--- src/rtl/serial_mag_comp.sv ---
// serial_mag_comp
// Bit-serial, MSB-first magnitude comparator for two WIDTH-bit unsigned words.
// One bit pair is examined per clock. The first differing bit decides the
// relation, and the decision is held until the scan ends. The scan always runs
// the full WIDTH cycles, so the latency does not depend on the data.
// The result (eq/lt/gt) is registered and is reported with a one-cycle done pulse.
//
// state | meaning
// IDLE  | waiting for start; the last result is held on eq/lt/gt
// SCAN  | shifting operands MSB-first; busy=1 and start is ignored
// DONE  | done=1 for one cycle; start here reloads back-to-back

module serial_mag_comp #(
    parameter int WIDTH = 8
) (
    input  logic             clk,
    input  logic             rst_n,
    input  logic             start,
    input  logic [WIDTH-1:0] a,
    input  logic [WIDTH-1:0] b,
    output logic             busy,
    output logic             done,
    output logic             eq,
    output logic             lt,
    output logic             gt
);

    localparam int CW = (WIDTH > 2) ? $clog2(WIDTH) : 1;
    localparam logic [CW-1:0] CNT_LOAD = CW'(WIDTH - 1);

    typedef enum logic [1:0] {
        S_IDLE = 2'd0,
        S_SCAN = 2'd1,
        S_DONE = 2'd2
    } state_t;

    state_t state_q, state_d;

    logic [WIDTH-1:0] sa_q, sa_d;
    logic [WIDTH-1:0] sb_q, sb_d;
    logic [CW-1:0]    cnt_q, cnt_d;
    logic             e_q, e_d;
    logic             l_q, l_d;
    logic             g_q, g_d;
    logic             eq_q, eq_d;
    logic             lt_q, lt_d;
    logic             gt_q, gt_d;

    logic accept;
    logic last_bit;
    logic ai, bi;

    // A new compare is taken only when no scan is running.
    assign accept   = start && (state_q != S_SCAN);
    assign last_bit = (state_q == S_SCAN) && (cnt_q == '0);
    assign ai       = sa_q[WIDTH-1];
    assign bi       = sb_q[WIDTH-1];

    // State register
    always_ff @(posedge clk or negedge rst_n) begin
        if (!rst_n) begin
            state_q <= S_IDLE;
        end else begin
            state_q <= state_d;
        end
    end

    // Next-state logic
    always_comb begin
        state_d = state_q;
        case (state_q)
            S_IDLE: begin
                if (start) state_d = S_SCAN;
            end
            S_SCAN: begin
                if (cnt_q == '0) state_d = S_DONE;
            end
            S_DONE: begin
                state_d = start ? S_SCAN : S_IDLE;
            end
            default: state_d = S_IDLE;
        endcase
    end

    // FSM outputs, decoded from the registered state
    always_comb begin
        busy = 1'b0;
        done = 1'b0;
        case (state_q)
            S_SCAN:  busy = 1'b1;
            S_DONE:  done = 1'b1;
            default: ;
        endcase
    end

    // Datapath next-state: load, shift, sticky decision, result capture
    always_comb begin
        sa_d  = sa_q;
        sb_d  = sb_q;
        cnt_d = cnt_q;
        e_d   = e_q;
        l_d   = l_q;
        g_d   = g_q;
        eq_d  = eq_q;
        lt_d  = lt_q;
        gt_d  = gt_q;

        if (accept) begin
            sa_d  = a;
            sb_d  = b;
            cnt_d = CNT_LOAD;
            e_d   = 1'b1;
            l_d   = 1'b0;
            g_d   = 1'b0;
        end else if (state_q == S_SCAN) begin
            sa_d = {sa_q[WIDTH-2:0], 1'b0};
            sb_d = {sb_q[WIDTH-2:0], 1'b0};
            if (cnt_q != '0) cnt_d = cnt_q - 1'b1;
            // Once a bit pair differs, the relation is fixed; lower bits cannot change it.
            if (e_q) begin
                if (!ai && bi) begin
                    l_d = 1'b1;
                    e_d = 1'b0;
                end else if (ai && !bi) begin
                    g_d = 1'b1;
                    e_d = 1'b0;
                end
            end
        end

        // Publish on the edge that enters DONE, including the decision from the LSB.
        if (last_bit) begin
            eq_d = e_d;
            lt_d = l_d;
            gt_d = g_d;
        end
    end

    // Datapath registers
    always_ff @(posedge clk or negedge rst_n) begin
        if (!rst_n) begin
            sa_q  <= '0;
            sb_q  <= '0;
            cnt_q <= '0;
            e_q   <= 1'b0;
            l_q   <= 1'b0;
            g_q   <= 1'b0;
            eq_q  <= 1'b0;
            lt_q  <= 1'b0;
            gt_q  <= 1'b0;
        end else begin
            sa_q  <= sa_d;
            sb_q  <= sb_d;
            cnt_q <= cnt_d;
            e_q   <= e_d;
            l_q   <= l_d;
            g_q   <= g_d;
            eq_q  <= eq_d;
            lt_q  <= lt_d;
            gt_q  <= gt_d;
        end
    end

    assign eq = eq_q;
    assign lt = lt_q;
    assign gt = gt_q;

endmodule

--- config.mk ---
export PLATFORM = sky130hd
export DESIGN_NAME = serial_mag_comp
export DESIGN_NICKNAME = d
export VERILOG_FILES = /design/src/rtl/serial_mag_comp.sv
export SDC_FILE = /design/constraint.sdc
export NUM_CORES = 1
export LEC_CHECK = 0
export BUFFER_PORTS_ARGS = -buffer_cell sky130_fd_sc_hd__buf_2
export CAP_MARGIN = 40
export CORE_UTILIZATION = 55
export DETAILED_ROUTE_END_ITERATION = 10
export GPL_ROUTABILITY_DRIVEN = 0
export PLACE_DENSITY = 0.84
export SKIP_CTS_REPAIR_TIMING = 1
export SYNTH_ARGS = -nofsm -noshare
export SYNTH_HDL_FRONTEND = slang
export SYNTH_SLANG_ARGS = --single-unit
--- constraint.sdc ---
create_clock -name clk -period 2.4 [get_ports clk]
set_clock_uncertainty 0.1 [all_clocks]
set_input_delay 0.12 -clock clk [delete_from_list [all_inputs] [get_ports clk]]
set_output_delay 0.12 -clock clk [all_outputs]
set_load 0.01 [all_outputs]
# After elaboration in Yosys (flattened, before gate mapping)
# Cells that the tools add are included.
# classes
addsub	1
reduce_logical	13
muxes	27
n_eq_ne	5
# op_table
cell	count
8-bit 2-to-1 mux	4
1-bit 2-to-1 mux	17
3-bit 2-to-1 mux	3
2-bit case mux with 3 select lines	1
1-bit logical AND	4
2-bit 2-to-1 mux	2
2-bit != test (second input constant)	2
2-bit AND reduction	2
2-bit nonzero test	2
3-bit logical NOT	1
3-bit nonzero test	1
3-bit by 1-bit subtractor with 3-bit output (second input constant)	1
2-bit by 1-bit == test with 1-bit output (second input constant)	1
2-bit == test (second input constant)	1
1-bit logical NOT	2
2-bit logical NOT	1
2-bit by 1-bit != test with 1-bit output (second input constant)	1
# word_totals
regBits	27
out_inout_bits	5
input_bits	19
wordCells	56

# Logic depth before layout (Yosys ltp)
# Gate-level depths: netlist of run 1.
# logic_depth
depth_word	7
mapped_depth	6

# Least setup slack after synthesis of run 1
# No wires, ideal clock.
# synth_timing
path_type	register -> register
startpoint	register cnt_q[0]
endpoint	register cnt_q[2]
arrival_time_ns	1.187
n_path_buf	0
required_ns	2.231
setup_slack_ns	1.044
stages_incl_launch_ff	5
cell_sequence	dfrtp_1 > inv_1 > ha_1 > or4_1 > nand3_1
# synth_via
elab_chain_len	4
word_cells_on_any_way	7
# synth_lines
element	line	source
from (decl)	41	logic [CW-1:0] cnt_q, cnt_d;
from (signal assigned)	154	cnt_q <= cnt_d;
3-bit by 1-bit subtractor with 3-bit output	118	if (cnt_q != '0) cnt_d = cnt_q - 1'b1;
3-bit 2-to-1 mux	118	
3-bit 2-to-1 mux	115	end else if (state_q == S_SCAN) begin
3-bit 2-to-1 mux	108	if (accept) begin
# Parallel ways exist; a longest one is shown, timed or not. The select of a mux whose other input is x is not followed.
# A chain may end at the register's enable or synchronous reset.

# Final worst setup path of run 1
# layout_timing
startpoint	register state_q[1]
endpoint	output busy
# layout_via
elab_chain_len	2
# layout_lines
element	line	source
from (decl)	37	state_t state_q, state_d;
from (signal assigned)	64	state_q <= state_d;
2-bit by 1-bit == test with 1-bit output	89	case (state_q)
1-bit 2-to-1 mux	89	
to (decl)	21	output logic busy,
# No other way between the ends.

==> impl_metrics.json, run 1 <==
{
  "avgViaCountPerCell": 5.331,
  "nets": 172,
  "synth_mux_area_share_pct": 12.70,
  "yosys.area_share.adder_pct": 3.968,
  "async_flop_share_pct": 100.0,
  "cp-startpoint": "state_q[1]$_DFFE_PN0P_",
  "portBuffers": 23,
  "slew_headroom_pct": 61.45,
  "cts_buffers": 3,
  "seq_area_frac_synth_pct": 53.57,
  "worstPathArrival_ns": 1.49,
  "hpwl_um": 1460,
  "cts.htree.levels": 1,
  "yosys.area.top_type_share_pct": 53.57,
  "min_period_ns": 1.706,
  "track_usage_pct": 19.82,
  "crit_type": "register to output port",
  "io-pin-count": 24,
  "clock_sinks": 27,
  "hold_depth": 3,
  "switching_share_pct": 37.87,
  "drtPass1Iterations": 4,
  "grt_pass1_vias": 897,
  "drv_cap": 0,
  "crit_path_max_fanout": 36,
  "drt-wirelength-per-cell_um": 12.49,
  "dieHeight_um": 49.89,
  "p_leak_uw": 0.0007327,
  "pwr-share-seq_pct": 50.4,
  "fin_crit_sh_pct": 71.10,
  "final-seq-area_um2": 675.6,
  "whs_ns": -0.01762,
  "synthCells": 121,
  "violations": "hold timing",
  "drt-total-wl_um": 2186,
  "powerDensity_nw_per_um2": 1043,
  "critPathLaunchType": "register",
  "num-fill-cells": 167,
  "ir_worst_vdd_v": 0.0006226,
  "netSwitchingPower_uw": 578.5,
  "area_growth_syn_to_layout_pct": 16.07,
  "n_antenna_cell": 0,
  "hold_start": "b[6]",
  "cp.required_ns": 2.18,
  "internal_power_uw": 948.9,
  "yosysWarnings": 0,
  "grt-ovfl-total": 0,
  "crit_slowest_cell": "dfrtp_1",
  "slowest_delay_ns": 0.41,
  "synth_compound_area_share_pct": 11.90,
  "drcViolationCount": 0,
  "netlist_area_um2": 1261,
  "tightest_slew_ns": 0.5782,
  "combPwrFrac_pct": 36.9,
  "clk_pin_slew_ns": 0.14,
  "synth_area_per_cell_um2": 10.42,
  "initialDrtViolationCount": 18,
  "hold_class": "primary input to register",
  "fin_tns_setup_ns": 0,
  "dpl_cell_area_um2": 1378,
  "synth_top_family_by_area": "simple AND/OR/NAND/NOR gates",
  "clock.fmax_ghz": 0.5861,
  "ys.flop_type": "dfrtp_1",
  "die-area_um2": 2489,
  "rsz0062_at_grt": "no",
  "path_cells": "nand2b_4 > inv_2 > buf_2",
  "grt_max_degree": 37,
  "reg2reg_from": "cnt_q[0]$_DFFE_PN0P_",
  "ant_nets": 0,
  "r2r_cells": 4,
  "vias": 933,
  "antenna_found_initial": 0,
  "synthDistinctLibCells": 24,
  "dieWidth_um": 49.89,
  "status": "finished with violations",
  "cts_tree": "yes",
  "drive_gt1_share_pct": 20.95,
  "synth_top_cell_by_area": "dfrtp_1",
  "yosys.area_share.xor_xnor_pct": 0,
  "clockBufferDepth": 2,
  "synth.net_count": 144,
  "final_max_slew_viol_count": 0,
  "rows": 16,
  "power.clock.fraction_pct": 12.7,
  "grt_first_pass_wirelength_um": 3650,
  "setup_viol": 0,
  "design_area_um2": 1464,
  "root_buffer": "clkbuf_4",
  "synthTopCellsByArea": "dfrtp_1, mux2i_1, o21ai_0, nand2_1, ha_1",
  "ys_seq_elements": 27,
  "synth-edff-count": 0,
  "core_um2": 2062,
  "clock_latency_ns": 0.32,
  "start_util_pct": 61.17,
  "end_kind": "output port",
  "multi_input_comb_area_um2": 523.0,
  "yosys.area_share.simple_pct": 12.90,
  "finalHoldViolCount": 6
}
[sequential cells by signal, indices dropped and copies added, names as in the netlist]
signal,count
state_q,2
gt,1
g_q,1
e_q,1
eq,1
cnt_q,3
sb_q,8
sa_q,8
lt,1
l_q,1
[cells in the final DEF (no fill, tap or decap)]
| master | n |
|---|---|
| dfrtp_1 | 27 |
| or2_0 | 1 |
| dlygate4sd3_1 | 6 |
| nand2b_4 | 1 |
| clkbuf_4 | 3 |
| or4_1 | 1 |
| a32o_1 | 1 |
| a21oi_1 | 5 |
| and4bb_2 | 1 |
| nor2b_1 | 2 |
| o22ai_1 | 1 |
| nor3_1 | 1 |
| nand2_1 | 17 |
| nand3_1 | 2 |
| a31oi_1 | 1 |
| inv_2 | 1 |
| buf_2 | 23 |
| mux2i_1 | 16 |
| clkbuf_1 | 1 |
| o31ai_2 | 1 |
| nor2_1 | 6 |
| ha_1 | 4 |
| o21ai_0 | 18 |
| inv_1 | 7 |
| and2b_2 | 1 |
[metrics by stage]
step	utilization, %	power [µW]	hold WS [ns]	setup slack [ns]	cells
after floorplan	-	1192	-0.2756	1.044	121
after global placement	66.81	1300	0.05291	1.017	165
after detailed placement	66.81	1342	0.05573	0.9670	165
after CTS	68.08	1535	-0.3080	0.6723	169
after global routing	71.00	1662	0.002245	0.5649	175
final	71.00	1527	-0.01762	0.6937	175
[Yosys cell counts (2+ instances only)]
cell     count
dfrtp_1     27
o21ai_0     18
nand2_1     17
mux2i_1     16
inv_1        7
nor2_1       6
a21oi_1      5
buf_2        4
ha_1         4
nand3_1      2
nor2b_1      2
[critical path, delay by kind of cell, from the launching register on]
family / cells / cell delay (ns)
AND/OR/NAND/NOR: 1 / 0.17
flip-flops: 1 / 0.41
buffers and inverters: 2 / 0.58
[cells by family (layout without fill, tap and decap cells)]
family,count (synthesis),count (layout)
compound gates,27,27
flops,27,27
fa+ha+maj,4,4
simple gates,33,33
buf+inv,14,41
mux,16,16
[power by group through the flow]
stage	Sequential (µW)	Clock, µW	Combinational, µW
after floorplan	759	0	433
after global placement	766	0	534
after detailed placement	779	0	562
after CTS	771	199	565
after global routing	796	214	652
final	770	194	564
[metal layers]
metal / GRT usage, % / up-vias / wire length, µm
li1: - / 466 / -
met1: 23.48 / 445 / 1024
met2: 33.78 / 18 / 1053
met3: 3.704 / 4 / 63
met4: 10.48 / 0 / 44
met5: 0 / - / 0
[final timing paths]
kind                                               end  slack, ns
worst max-delay path                              busy       0.69
worst min-delay path               sb_q[6]$_DFFE_PN0P_      -0.02
worst max register to register    cnt_q[2]$_DFFE_PN0P_       0.95
worst min register to register     sa_q[4]$_DFFE_PN0P_       0.40
max in group asynchronous         cnt_q[2]$_DFFE_PN0P_       1.61
min in group asynchronous       state_q[1]$_DFFE_PN0P_       0.21
[final cells by class]
class	count	area share [%]
sequential	27	46.15
timing repair buffer	29	11.97
inverter	8	2.051
clock buffer	4	1.795
multi-input combinational	80	35.73
tap	27	2.308
No activity file was read; power rests on OpenSTA's default activity.
==> run 2: changes to the inputs <==
Settings changed: CORE_UTILIZATION 55 to 48, PLACE_DENSITY 0.84 to 0.78.
Clock period 2.4 ns to 1.4 ns, I/O delays scaled along.
==> impl_metrics.json, run 2 (synthesis gave the netlist of run 1 again) <==
{
  "final_max_slew_viol_count": 0,
  "rows": 18,
  "hold_class": "primary input to async pin",
  "critPathLaunchType": "register",
  "top_regs": "sa_q (8), sb_q (8), cnt_q (3)",
  "grt_first_pass_wirelength_um": 3546,
  "fin_util_pct": 71.01,
  "cp.required_ns": 1.57,
  "powerDensity_nw_per_um2": 1801,
  "dieHeight_um": 53.26,
  "layout_commonest_cell": "dfrtp_1",
  "finalHoldViolCount": 0,
  "nets": 196,
  "cts_buffers": 3,
  "slew_headroom_pct": 60.63,
  "drt-total-wl_um": 2736,
  "power_uw": 3169,
  "crit_slowest_cell": "or4_1",
  "slowest_delay_ns": 0.52,
  "clockBufferDepth": 2,
  "setup_viol": 2,
  "fin_tns_setup_ns": -0.03756,
  "worst_slack_ns": -0.03100,
  "status": "finished with violations",
  "antenna_found_initial": 0,
  "avgViaCountPerCell": 5.183,
  "ir_worst_vdd_v": 0.001264,
  "cp_top_family": "simple AND/OR/NAND/NOR gates",
  "reg2reg_from": "cnt_q[1]$_DFFE_PN0P_",
  "start_util_pct": 50.91,
  "vias": 1047,
  "crit_type": "register to register",
  "final_cell_mix": "dfrtp_1, buf_2, o21ai_0, dlygate4sd3_1, nand2_1",
  "pre_cts_ws_ns": 0.005063,
  "path_cells": "inv_2 > ha_4 > or4_1 > nand3_1",
  "cts.htree.levels": 1,
  "ant_nets": 0,
  "clock_latency_ns": 0.32,
  "clock.fmax_ghz": 0.6988,
  "worstPathArrival_ns": 1.60,
  "initialDrtViolationCount": 22,
  "dieWidth_um": 53.26,
  "end_kind": "register",
  "fin_crit_sh_pct": 102.2,
  "die-area_um2": 2837,
  "crit_buf_inv": 1,
  "ff2ff_setup_slack_ns": -0.03,
  "min_period_ns": 1.431,
  "n_antenna_cell": 0,
  "drtPass1Iterations": 5,
  "drcViolationCount": 0,
  "violations": "setup timing",
  "drv_cap": 0,
  "drive_gt1_share_pct": 28.49,
  "clk_pin_slew_ns": 0.14,
  "tightest_slew_ns": 0.5905,
  "r2r_end": "cnt_q[2]$_DFFE_PN0P_",
  "track_usage_pct": 17.75,
  "drt-wirelength-per-cell_um": 13.54,
  "core_um2": 2477,
  "grt_max_degree": 28,
  "io-pin-count": 24,
  "area_growth_syn_to_layout_pct": 39.48,
  "portBuffers": 23,
  "grt-ovfl-total": 0,
  "grt_pass1_vias": 835,
  "r2r_cells": 4,
  "crit_path_max_fanout": 3,
  "clock_sinks": 27,
  "p_leak_uw": 0.0008526,
  "rsz0062_at_grt": "yes",
  "root_buffer": "clkbuf_4",
  "whs_ns": 0.1643,
  "cts_tree": "yes",
  "hpwl_um": 1607
}
-- run 2: cell count changes in the layout (fill, tap and decap cells not counted), moves of 2 or more --
cell,previous run,this run
ha_4,0,2
buf_12,0,2
dlygate4sd3_1,6,18
inv_2,1,3
buf_4,0,10
buf_6,0,2
inv_1,7,4
buf_2,23,21
ha_1,4,2
-- run 2: where the power goes --
part	total, µW	internal (µW)	switching [µW]
Combinational	1520	766	750
Clock	329	112	217
Sequential	1320	1110	217
-- run 2: worst max path at each step --
stage,endpoint,from,cells after the start,slack (ns)
floorplan,cnt_q[2]$_DFFE_PN0P_,cnt_q[0]$_DFFE_PN0P_,4,0.04
global placement,cnt_q[2]$_DFFE_PN0P_,cnt_q[1]$_DFFE_PN0P_,4,0.06
detailed placement,cnt_q[2]$_DFFE_PN0P_,cnt_q[1]$_DFFE_PN0P_,4,0.005
CTS,busy,state_q[1]$_DFFE_PN0P_,4,-0.20
global route,busy,state_q[1]$_DFFE_PN0P_,4,-0.07
finish,cnt_q[2]$_DFFE_PN0P_,cnt_q[1]$_DFFE_PN0P_,4,-0.03
-- run 2: routing by layer --
layer	global-route usage [%]	vias up	share of wire (%)
met1	21.16	496	43
li1	-	516	-
met4	11.40	0	1.2
met2	28.96	31	53
met3	3.161	4	3.5
met5	0	-	0
-- run 2: area by class of cell --
| type | count | area, µm² |
|---|---|---|
| Clock buffer | 4 | 26.28 |
| Fill cell | 180 | 718.2 |
| Inverter | 8 | 42.54 |
| Multi-Input combinational cell | 80 | 554.3 |
| Sequential cell | 27 | 675.6 |
| Tap cell | 30 | 37.54 |
| Timing Repair Buffer | 53 | 422.9 |
-- run 2: through the flow --
stage,area (µm²),instances
2_1_floorplan,1261,121
3_3_place_gp,1444,173
3_5_place_dp,1444,173
4_1_cts,1470,177
5_1_grt,1759,202
6_report,1759,202
